--- config.mk ---
export PLATFORM = sky130hd
export DESIGN_NAME = instr_fetch_unit
export DESIGN_NICKNAME = d
export VERILOG_FILES = /design/src/rtl/instr_fetch_unit_pkg.sv /design/src/rtl/instr_fetch_unit_fetch_buffer.sv /design/src/rtl/instr_fetch_unit.sv
export SDC_FILE = /design/constraint.sdc
export NUM_CORES = 1
export LEC_CHECK = 0
export ABC_CLOCK_PERIOD_IN_PS = 6100
export BUFFER_PORTS_ARGS = -buffer_cell sky130_fd_sc_hd__buf_2
export CAP_MARGIN = 10
export CORE_UTILIZATION = 59
export CTS_BUF_LIST = sky130_fd_sc_hd__clkbuf_8
export DETAILED_ROUTE_END_ITERATION = 8
export PLACE_DENSITY = 0.95
export SYNTH_ARGS = -nofsm -noshare
export SYNTH_HDL_FRONTEND = slang
export SYNTH_SLANG_ARGS = --single-unit
export TNS_END_PERCENT = 20
--- constraint.sdc ---
create_clock -name clk_i -period 6.1 [get_ports clk_i]
set_input_delay 0 -clock clk_i [delete_from_list [all_inputs] [get_ports clk_i]]
set_output_delay 0 -clock clk_i [all_outputs]
set_load 0.03 [all_outputs]
--- src/rtl/instr_fetch_unit_pkg.sv ---
// Shared definitions for the instruction fetch unit.
//   PC_STEP        : byte increment between sequential instruction words
//   RESET_PC_DEF   : default reset program counter
//   fetch_state_e  : fetch FSM encoding (RUN / FAULT)
//   fetch_entry_t  : one fetch-buffer entry {pc, instr}
//   pc_legal()     : word-aligned and inside the instruction memory
package instr_fetch_unit_pkg;

  localparam logic [31:0] PC_STEP      = 32'd4;
  localparam logic [31:0] RESET_PC_DEF = 32'h0000_0000;

  typedef enum logic {
    ST_RUN   = 1'b0,
    ST_FAULT = 1'b1
  } fetch_state_e;

  typedef struct packed {
    logic [31:0] pc;
    logic [31:0] instr;
  } fetch_entry_t;

  // The limit is compared at 33 bits so MEM_WORDS*4 == 2**32 still works.
  function automatic logic pc_legal(input logic [31:0] pc, input logic [32:0] limit);
    return (pc[1:0] == 2'b00) && ({1'b0, pc} < limit);
  endfunction

endpackage

--- src/rtl/instr_fetch_unit_fetch_buffer.sv ---
// fetch_buffer: synchronous FIFO of DEPTH fetch entries.
//   clk_i, rst_i        : clock, synchronous active-low reset
//   flush_i             : drop all entries (wins over push/pop)
//   push_i / wdata_i    : write one entry at the tail
//   pop_i               : retire the head entry
//   rdata_o             : head entry (zero after reset, never X)
//   count_o, full_o, empty_o : occupancy
// The caller guarantees push only when !full or popping, pop only when !empty.
module fetch_buffer
  import instr_fetch_unit_pkg::*;
#(
  parameter int DEPTH = 2
) (
  input  logic                     clk_i,
  input  logic                     rst_i,
  input  logic                     flush_i,
  input  logic                     push_i,
  input  fetch_entry_t             wdata_i,
  input  logic                     pop_i,
  output fetch_entry_t             rdata_o,
  output logic [$clog2(DEPTH):0]   count_o,
  output logic                     full_o,
  output logic                     empty_o
);

  localparam int PTR_W = $clog2(DEPTH);
  localparam logic [PTR_W:0] DEPTH_C = (PTR_W+1)'(DEPTH);

  fetch_entry_t     mem_q [DEPTH];
  fetch_entry_t     mem_d [DEPTH];
  logic [PTR_W-1:0] wr_ptr_q, wr_ptr_d;
  logic [PTR_W-1:0] rd_ptr_q, rd_ptr_d;
  logic [PTR_W:0]   count_q,  count_d;

  assign rdata_o = mem_q[rd_ptr_q];
  assign count_o = count_q;
  assign full_o  = (count_q == DEPTH_C);
  assign empty_o = (count_q == '0);

  always_comb begin
    mem_d    = mem_q;
    wr_ptr_d = wr_ptr_q;
    rd_ptr_d = rd_ptr_q;
    count_d  = count_q;
    if (flush_i) begin
      // Storage contents are left alone; only the bookkeeping is cleared.
      wr_ptr_d = '0;
      rd_ptr_d = '0;
      count_d  = '0;
    end else begin
      if (push_i) begin
        mem_d[wr_ptr_q] = wdata_i;
        wr_ptr_d        = wr_ptr_q + 1'b1;  // power-of-two depth: natural wrap
      end
      if (pop_i) begin
        rd_ptr_d = rd_ptr_q + 1'b1;
      end
      case ({push_i, pop_i})
        2'b10:   count_d = count_q + 1'b1;
        2'b01:   count_d = count_q - 1'b1;
        default: count_d = count_q;
      endcase
    end
  end

  always_ff @(posedge clk_i) begin
    if (!rst_i) begin
      for (int i = 0; i < DEPTH; i++) mem_q[i] <= '0;
      wr_ptr_q <= '0;
      rd_ptr_q <= '0;
      count_q  <= '0;
    end else begin
      mem_q    <= mem_d;
      wr_ptr_q <= wr_ptr_d;
      rd_ptr_q <= rd_ptr_d;
      count_q  <= count_d;
    end
  end

endmodule

--- src/rtl/instr_fetch_unit.sv ---
// instr_fetch_unit: owns the PC, drives the instruction memory address and
// buffers returned words for decode.
//   clk_i, rst_i          : clock, synchronous active-low reset
//   pc_addr_o             : byte address to memory (current PC)
//   instr_i               : combinational memory response for pc_addr_o
//   redirect_i/_pc_i      : load a new PC and flush the buffer
//   instr_o/instr_pc_o    : buffer head word and its PC
//   valid_o / ready_i     : decode handshake
//   fault_o               : fetch halted on an illegal PC
module instr_fetch_unit
  import instr_fetch_unit_pkg::*;
#(
  parameter logic [31:0] RESET_PC  = RESET_PC_DEF,
  parameter int          MEM_WORDS = 32,
  parameter int          BUF_DEPTH = 2
) (
  input  logic        clk_i,
  input  logic        rst_i,
  output logic [31:0] pc_addr_o,
  input  logic [31:0] instr_i,
  input  logic        redirect_i,
  input  logic [31:0] redirect_pc_i,
  output logic [31:0] instr_o,
  output logic [31:0] instr_pc_o,
  output logic        valid_o,
  input  logic        ready_i,
  output logic        fault_o
);

  localparam logic [32:0] PC_LIMIT = 33'(MEM_WORDS) * 33'd4;

  logic [31:0]  pc_q, pc_d;
  fetch_state_e state_q, state_d;

  fetch_entry_t wr_entry, head;
  logic         push, pop, legal, full, empty;
  logic [$clog2(BUF_DEPTH):0] count;

  assign legal = pc_legal(pc_q, PC_LIMIT);
  assign pop   = valid_o & ready_i;
  // A full buffer still accepts a word when the head leaves in the same cycle.
  assign push  = (state_q == ST_RUN) & legal & ~redirect_i & (~full | pop);

  assign wr_entry.pc    = pc_q;
  assign wr_entry.instr = instr_i;

  fetch_buffer #(.DEPTH(BUF_DEPTH)) u_buf (
    .clk_i   (clk_i),
    .rst_i   (rst_i),
    .flush_i (redirect_i),
    .push_i  (push),
    .wdata_i (wr_entry),
    .pop_i   (pop),
    .rdata_o (head),
    .count_o (count),
    .full_o  (full),
    .empty_o (empty)
  );

  assign pc_addr_o  = pc_q;
  assign valid_o    = ~empty;
  assign instr_o    = head.instr;
  assign instr_pc_o = head.pc;
  assign fault_o    = (state_q == ST_FAULT);

  always_comb begin
    state_d = state_q;
    pc_d    = pc_q;
    if (redirect_i) begin
      // Legality of the target is judged next cycle from the new PC.
      pc_d    = redirect_pc_i;
      state_d = ST_RUN;
    end else begin
      case (state_q)
        ST_RUN: begin
          if (!legal)    state_d = ST_FAULT;
          else if (push) pc_d    = pc_q + PC_STEP;
        end
        default: ;  // FAULT: PC frozen until redirect or reset
      endcase
    end
  end

  always_ff @(posedge clk_i) begin
    if (!rst_i) begin
      pc_q    <= RESET_PC;
      state_q <= ST_RUN;
    end else begin
      pc_q    <= pc_d;
      state_q <= state_d;
    end
  end

endmodule

==> impl_metrics.yaml, run 1 <==
status:
  status: "completed"
cts:
  clkSinkCount: 165
  cts_buffer_depth: 2
  cts-root-buf: "clkbuf_8"
  h-tree-depth: 4
  numCtsBuffers: 17
  cts_setup_buffers: 0
  cts_tree: "done"
  clk_latency_ns: 0.45
  hold_buffers: 65
  path_clk_slew_ns: 0.08
  ctsResizeCount: 0
logic_synthesis:
  syn_area_per_cell_um2: 10.54
  synth_seq_cells: 165
  ys_top_cells_by_area: "dfxtp_1 (50%), mux2i_1 (13%), mux2_2 (11%)"
  synth_edf_count: 0
  synth_common_cells: "dfxtp_1 (165), nand2_1 (114), mux2i_1 (88)"
  netlist.area_leader.share: 0.5031
  synthCells: 623
  yosys.area.top_type: "dfxtp_1"
  ys_types: 35
  synth_nets: 693
  ys_seq_area_frac: 0.5031
  synth-main-ff-cell: "dfxtp_1"
  yosysMostFrequentCell: "dfxtp_1"
  synth_warnings: 0
  synth_area_um2: 6565
  async_flop_share: 0
routing:
  postRouteAntennaNets: 0
  drc: 0
  drt_iter0_drc: 330
  routed_wl_um: 17170
  detail_route.vias_per_cell: 5.554
  num_vias: 5448
  drt_pre_antenna_iters: 5
  routedWlPerCell_um: 17.51
timing:
  maxSlewHeadroom: 0.2764
  setup_tns_ns: 0
  hold_viol_final: 0
  rsz0062_at_grt: "false"
  max_freq_mhz: 358.6
  worst_pin_slew_ns: 1.085
  period_needed_ns: 2.789
  fin_skew_ns: 0.01032
  report.final.slew_viol_count: 0
  min_period_over_period: 0.4572
  finalSetupViolCount: 0
worst_setup_path:
  worstPathRequired_ns: 6.44
  end_kind: "flip-flop"
  cp-start-kind: "flip-flop"
  arrival_ns: 3.13
  cp_max_fo: 18
  path_class: "flip-flop to flip-flop"
place:
  place.gp.congestion: 0.8366
  dp_cells: 883
  place_hpwl_um: 9901
  io_buffers: 165
flow_run:
  cap_viol_max_count: 0
global_routing:
  grt_max_degree: 118
  overflow: 0
  grt_pass1_wl_um: 26280
  grt_pass1_vias: 5435
  antenna_found_initial: 0
  grt_use_total: 0.2986
cells_and_area:
  num_antenna_cells: 0
  seqCellArea_um2: 3304
  final_cells: 981
  area_growth_pct: 29.24
  multiInputGateArea_um2: 3045
  layout-drive-gt1-share: 0.3294
  n_fill_cell: 659
  layout.nets: 898
power_and_ir_drop:
  powerDensity_nw_per_um2: 246.8
  p_leak_uw: 0.004222
  ir_worst_vdd_v: 0.0002214
floorplan:
  start_util: 0.6056
  die_area_um2: 11550
  num_rows: 38
  core_region_area_um2: 10840
  die-height_um: 107.5
  die_x_um: 107.5
  pin_count: 166
worst_hold_path:
  worstHoldPathType: "input pin to flip-flop"
final cells by class:
| class | count | share of cell area |
|---|---|---|
| Clock buffer | 23 | 0.03731 |
| Clock inverter | 9 | 0.01165 |
| Inverter | 2 | 0.0008848 |
| Multi-Input combinational cell | 407 | 0.3589 |
| Sequential cell | 165 | 0.3895 |
| Tap cell | 140 | 0.02065 |
| Timing Repair Buffer | 235 | 0.1811 |
worst max-delay path: stages, from the launching register on:
cell	delay [ns]
dfxtp_1	0.34
nor4_2	0.41
nand4_1	0.53
or4_1	0.91
buf_16	0.29
and3_1	0.19
kinds of logic after synthesis:
family	after synthesis	synth area share
xor+xnor	3	0.004003
fa+ha+maj	2	0.003811
buf+inv	51	0.03526
simple gates	216	0.1744
mux	152	0.2439
compound gates	34	0.03545
flops	165	0.5031
flip-flops by register name (all words and copies together), names as in the netlist:
| register | flops |
|---|---|
| u_buf.rd_ptr_q | 1 |
| pc_addr_o | 32 |
| u_buf.mem_q | 128 |
| fault_o | 1 |
| u_buf.count_o | 2 |
| u_buf.wr_ptr_q | 1 |
layer usage:
| metal | vias up | GRT usage | part of all wire |
|---|---|---|---|
| met5 | - | 0 | 0 |
| met3 | 65 | 0.08656 | 0.059 |
| met2 | 235 | 0.5119 | 0.50 |
| li1 | 2574 | - | - |
| met1 | 2574 | 0.3278 | 0.40 |
| met4 | 0 | 0.1732 | 0.039 |
power by group:
group,switching (uW),internal (uW),total (uW),leakage (uW)
clock,379,425,804,0.000215
sequential,17.5,1090,1110,0.00134
combinational,104,78.7,182,0.00267
total,500,1590,2090,0.00422
cells in the final DEF (no fill, tap or decap), types with 2 or more instances in the layout:
cell type and n:
nor2b_1 14, dfxtp_1 164, inv_1 3, nor4_4 3, bufinv_16 2, a31oi_1 4
or3_1 3, and2_1 2, clkbuf_8 23, buf_2 164, nand3_1 4, a21oi_1 4
o31ai_1 2, clkinvlp_4 2, and3_1 54, mux2_2 64, nand2_1 114, o21ai_0 10
nor2_1 4, buf_4 5, nor4_2 5, dlygate4sd3_1 65, xnor2_1 2, clkinv_2 4
ha_1 2, and4_1 2, or4_1 4, a22o_1 12, mux2i_1 88
metrics by stage:
step	total power (uW)	cell area [um^2]	setup WS, ns	utilization	hold WS [ns]
2_1_floorplan	1221	6565	4.010	-	0.1255
3_3_place_gp	1265	7391	3.446	0.6818	0.2173
3_5_place_dp	1274	7391	3.209	0.6818	0.2137
4_1_cts	2093	8457	3.177	0.7801	0.06255
5_1_grt	2166	8484	3.186	0.7827	0.1456
6_report	2094	8484	3.311	0.7827	0.1672
final timing paths:
| path | endpoint | cells after the start | slack, ns | start |
|---|---|---|---|---|
| max | u_buf.mem_q[103] | 5 | 3.31 | pc_addr_o[26] |
| min | pc_addr_o[29] | 3 | 0.17 | redirect_i |
| max reg2reg | u_buf.mem_q[103] | 5 | 3.31 | pc_addr_o[26] |
| min reg2reg | u_buf.mem_q[38] | 2 | 0.46 | u_buf.mem_q[38] |
Note: power is estimated with default switching activity, not from simulation.
==> run 2: changes to the inputs <==
ABC_CLOCK_PERIOD_IN_PS = 2800   (was 6100)
CORE_UTILIZATION = 55   (was 59)
PLACE_DENSITY = 0.93   (was 0.95)
clock period = 2.8 ns   (was 6.1 ns; I/O delays follow)
==> impl_metrics.yaml, run 2 (same netlist as run 1, synthesis figures left out) <==
flow_run:
  cap_viol_max_count: 0
cells_and_area:
  regMostFlops: "u_buf.mem_q"
  num_antenna_cells: 0
  n_fill_cell: 754
  layout.nets: 903
  multiInputGateArea_um2: 3045
  final_cells: 989
  final_cell_mix: "dfxtp_1 (164), buf_2 (164), nand2_1 (114)"
  largest_reg_flops: 128
  seqCellArea_um2: 3304
  layout-drive-gt1-share: 0.3298
  area_growth_pct: 29.14
cts:
  numCtsBuffers: 17
  cts-root-buf: "clkbuf_8"
  clk_latency_ns: 0.44
  clkSinkCount: 165
  cts_tree: "done"
  cts_buffer_depth: 2
  path_clk_slew_ns: 0.10
  h-tree-depth: 4
  cts_setup_buffers: 0
routing:
  num_vias: 5307
  routedWlPerCell_um: 16.56
  routed_wl_um: 16380
  postRouteAntennaNets: 0
  drt_pre_antenna_iters: 6
  drt_iter0_drc: 355
  detail_route.vias_per_cell: 5.366
  drc: 14
timing:
  hold_viol_final: 0
  period_needed_ns: 2.356
  report.final.slew_viol_count: 0
  max_freq_mhz: 424.4
  finalSetupViolCount: 0
  fin_skew_ns: 0.01993
  maxSlewHeadroom: 0.3387
  worst_pin_slew_ns: 0.9919
  rsz0062_at_grt: "false"
  setup_tns_ns: 0
  min_period_over_period: 0.8416
worst_setup_path:
  arrival_ns: 2.71
  cp_max_fo: 34
  worstPathRequired_ns: 3.15
  r2r_cells: 5
  end_kind: "flip-flop"
  cp-startpoint: "pc_addr_o[18]"
  r2r_setup_slack_ns: 0.44
  path_class: "flip-flop to flip-flop"
  r2r_end: "u_buf.mem_q[16]"
  r2r-start: "pc_addr_o[18]"
  cp-start-kind: "flip-flop"
worst_hold_path:
  whs_endpoint: "pc_addr_o[7]"
  worstHoldPathType: "input pin to flip-flop"
  worstHoldStart: "rst_i"
  holdPathStages: 3
floorplan:
  die_area_um2: 12380
  core_region_area_um2: 11520
  start_util: 0.5701
  die_x_um: 111.3
  pin_count: 166
  die-height_um: 111.3
  num_rows: 39
status:
  status: "finished with violations"
  violations: "design-rule violations"
power_and_ir_drop:
  ir_worst_vdd_v: 0.0004395
  p_clk_frac: 0.361
  seqPwrFrac: 0.550
  power.internal_uw: 3270
  p_leak_uw: 0.004217
  powerDensity_nw_per_um2: 517.7
  net-switching-power_uw: 1120
  swShare: 0.2551
  combPwrFrac: 0.090
place:
  place_hpwl_um: 9219
  dp_cells: 892
  io_buffers: 165
  place.gp.congestion: 0.7713
global_routing:
  grt_pass1_wl_um: 26650
  grt_max_degree: 78
  grt_use_total: 0.2692
  overflow: 0
  grt_pass1_vias: 5515
  antenna_found_initial: 0
-- run 2: metrics by stage --
step | power (uW) | hold slack (ns) | utilization | setup WS [ns] | cell area (um^2)
3_3_place_gp | 2769 | 0.2106 | 0.6482 | 0.6204 | 7465
2_1_floorplan | 2660 | 0.1255 | - | 0.7095 | 6565
4_1_cts | 4387 | 0.002903 | 0.7362 | 0.5518 | 8478
3_5_place_dp | 2775 | 0.2124 | 0.6482 | 0.5764 | 7465
6_report | 4390 | 0.02113 | 0.7362 | 0.4435 | 8478
5_1_grt | 4546 | 0.03245 | 0.7362 | 0.2755 | 8478
-- run 2: routing by layer --
layer / share of wire / global-route usage / vias up
met5: 0 / 0 / -
met4: 0.024 / 0.1099 / 0
met3: 0.053 / 0.05686 / 26
met2: 0.51 / 0.4829 / 176
met1: 0.41 / 0.3099 / 2515
li1: - / - / 2590
-- run 2: area by class of cell --
class | instances | share of cell area
well taps | 143 | 0.02110
clock inverters | 14 | 0.01358
flip-flops and latches | 165 | 0.3898
inverters | 2 | 0.0008855
multi-input cells | 407 | 0.3592
repair buffers | 240 | 0.1862
clock buffers | 18 | 0.02922
-- run 2: repair_timing --
item / in CTS / in global routing
hold endpoints to repair: 97 / 0
hold buffers: 65 / 0
resized for setup: 0 / 0
-- run 2: how the worst max path moves through the flow --
stage,endpoint,slack (ns),cells after the start
after floorplan,u_buf.count_o[1],0.71,7
after global placement,u_buf.mem_q[19],0.62,5
after detailed placement,u_buf.mem_q[12],0.58,5
after CTS,u_buf.mem_q[25],0.55,5
after global routing,u_buf.mem_q[25],0.28,5
final,u_buf.mem_q[16],0.44,5
-- run 2: power by group through the flow --
stage	logic, uW	clock network (uW)	registers, uW
3_3_place_gp	305	0	2460
6_report	394	1580	2410
5_1_grt	420	1710	2420
2_1_floorplan	144	0	2520
3_5_place_dp	310	0	2470
4_1_cts	382	1590	2410
-- run 2: critical path, cell delays in order, from the launching register on --
cell and delay, ns:
dfxtp_1 0.34, nor4_2 0.47, and4_1 0.41, nand4_4 0.43, buf_12 0.38, mux2i_1 0.22
==> run 3: changes to the inputs <==
ABC_CLOCK_PERIOD_IN_PS = 2150   (was 2800)
CORE_UTILIZATION = 50   (was 55)
PLACE_DENSITY = 0.9   (was 0.93)
clock period = 2.15 ns   (was 2.8 ns; I/O delays follow)
==> impl_metrics.yaml, run 3 (same netlist as run 1, synthesis figures left out) <==
worst_setup_path:
  slowest_stage: "nor4_2"
  worstPathRequired_ns: 2.53
  cp_top_family: "simple AND/OR/NAND/NOR gates"
  cp_num_buf_inv: 0
  cp_max_fo: 3
  path_class: "flip-flop to flip-flop"
  arrival_ns: 2.45
  end_kind: "flip-flop"
  r2r_cells: 6
  crit_cells: 6
  slowest_delay_ns: 0.40
  worstPathCellList: "nor4_2 -> and4_1 -> nand3_1 -> ha_1 -> or3_1 -> a21oi_1"
  cp-start-kind: "flip-flop"
place:
  place_hpwl_um: 9347
  place.gp.congestion: 0.7848
  io_buffers: 165
  placed_area_um2: 7571
  post-place-ws_ns: 0.09697
timing:
  setup_slack_ns: 0.08429
  report.final.slew_viol_count: 0
  fin_skew_ns: 0.01694
  min_period_over_period: 0.9608
  worst_pin_slew_ns: 0.7419
  setup_tns_ns: 0
  rsz0062_at_grt: "true"
  max_freq_mhz: 484.1
  fin_hold_ws_ns: 0.3108
  finalSetupViolCount: 0
  hold_viol_final: 0
  maxSlewHeadroom: 0.5054
  period_needed_ns: 2.066
routing:
  drt_pre_antenna_iters: 4
  drt_iter0_drc: 297
  routedWlPerCell_um: 16.17
  postRouteAntennaNets: 0
  routed_wl_um: 16590
  drc: 0
  detail_route.vias_per_cell: 5.266
  num_vias: 5403
global_routing:
  grt.busiest_layer: "met2"
  use_met3: 0.06435
  grt_max_degree: 80
  grt_pass1_vias: 5395
  overflow: 0
  grt_pass1_wl_um: 25740
  antenna_found_initial: 0
  grt_use_met1: 0.2735
  use_met2: 0.4434
  grt_use_total: 0.2456
cells_and_area:
  regMostFlops: "u_buf.mem_q"
  final_area_um2: 8625
  layout-drive-gt1-share: 0.3349
  largest_reg_flops: 128
  layout.nets: 913
  area_growth_pct: 31.37
  n_fill_cell: 941
  num_antenna_cells: 0
  final_cell_mix: "dfxtp_1 (164), buf_2 (164), nand2_1 (114)"
cts:
  clk_latency_ns: 0.45
  clkSinkCount: 165
  path_clk_slew_ns: 0.09
  cts-root-buf: "clkbuf_8"
  cts_buffer_depth: 2
  h-tree-depth: 4
  numCtsBuffers: 17
  cts_tree: "done"
floorplan:
  die_x_um: 116.6
  die_area_um2: 13590
  num_rows: 41
  die-height_um: 116.6
  pin_count: 166
  start_util: 0.5160
  core_region_area_um2: 12720
flow_run:
  cap_viol_max_count: 0
power_and_ir_drop:
  ir_worst_vdd_v: 0.0007149
  powerDensity_nw_per_um2: 661.0
  p_leak_uw: 0.004266
status:
  status: "completed"
worst_hold_path:
  holdPathStages: 3
  worstHoldPathType: "input pin to flip-flop"
[run 3: cell types whose count changed in the layout (fill, tap and decap cells not counted), moves of 2 or more]
cell,before,now
buf_4,9,13
dlygate4sd3_1,65,69
clkinv_2,1,4
buf_12,2,4
inv_1,6,4
inv_6,2,0
[run 3: final cells by class]
class / instances / area, um^2 / share of cell area
repair buffers: 250 / 1689 / 0.1959
clock inverters: 11 / 88.84 / 0.01030
flip-flops and latches: 165 / 3304 / 0.3831
multi-input cells: 407 / 3058 / 0.3546
well taps: 172 / 215.2 / 0.02495
inverters: 2 / 7.507 / 0.0008704
clock buffers: 19 / 261.5 / 0.03032
[run 3: timing repair]
item                                    CTS  global route
hold buffers                             69             0
hold endpoints to repair                101             0
buffers inserted                          0             0
gates resized for setup                   0             2
endpoints found under the setup margin    0            16
[run 3: stage by stage]
| stage | cells | power (uW) | utilization |
|---|---|---|---|
| finish | 1026 | 5701 | 0.6779 |
| CTS | 1026 | 5713 | 0.6769 |
| detailed placement | 927 | 3623 | 0.5951 |
| global placement | 927 | 3617 | 0.5951 |
| global route | 1026 | 5919 | 0.6779 |
| floorplan | 623 | 3464 | - |
[run 3: final timing paths]
check,start,to,slack [ns]
setup reg to reg,pc_addr_o[26],u_buf.count_o[1],0.08
hold / removal,redirect_pc_i[22],pc_addr_o[22],0.31
setup / recovery,pc_addr_o[26],u_buf.count_o[1],0.08
hold reg to reg,u_buf.mem_q[83],u_buf.mem_q[83],0.46
[run 3: power breakdown]
group          total, uW  switching [uW]  internal [uW]  leakage [uW]
registers           3140            49.8           3090       0.00134
logic                533             289            243       0.00275
clock network       2020            1080            947      0.000182
total               5700            1420           4280       0.00427
[run 3: worst register-to-register path, stage by stage (launching register included)]
cell	delay, ns
dfxtp_1	0.35
nor4_2	0.40
and4_1	0.32
nand3_1	0.10
ha_1	0.34
or3_1	0.37
a21oi_1	0.14
[run 3: metal layers]
metal / vias up / share of wire / routed length, um
li1: 2610 / - / -
met1: 2617 / 0.42 / 6915
met2: 154 / 0.52 / 8558
met3: 22 / 0.047 / 779
met4: 0 / 0.020 / 337
met5: - / 0 / 0
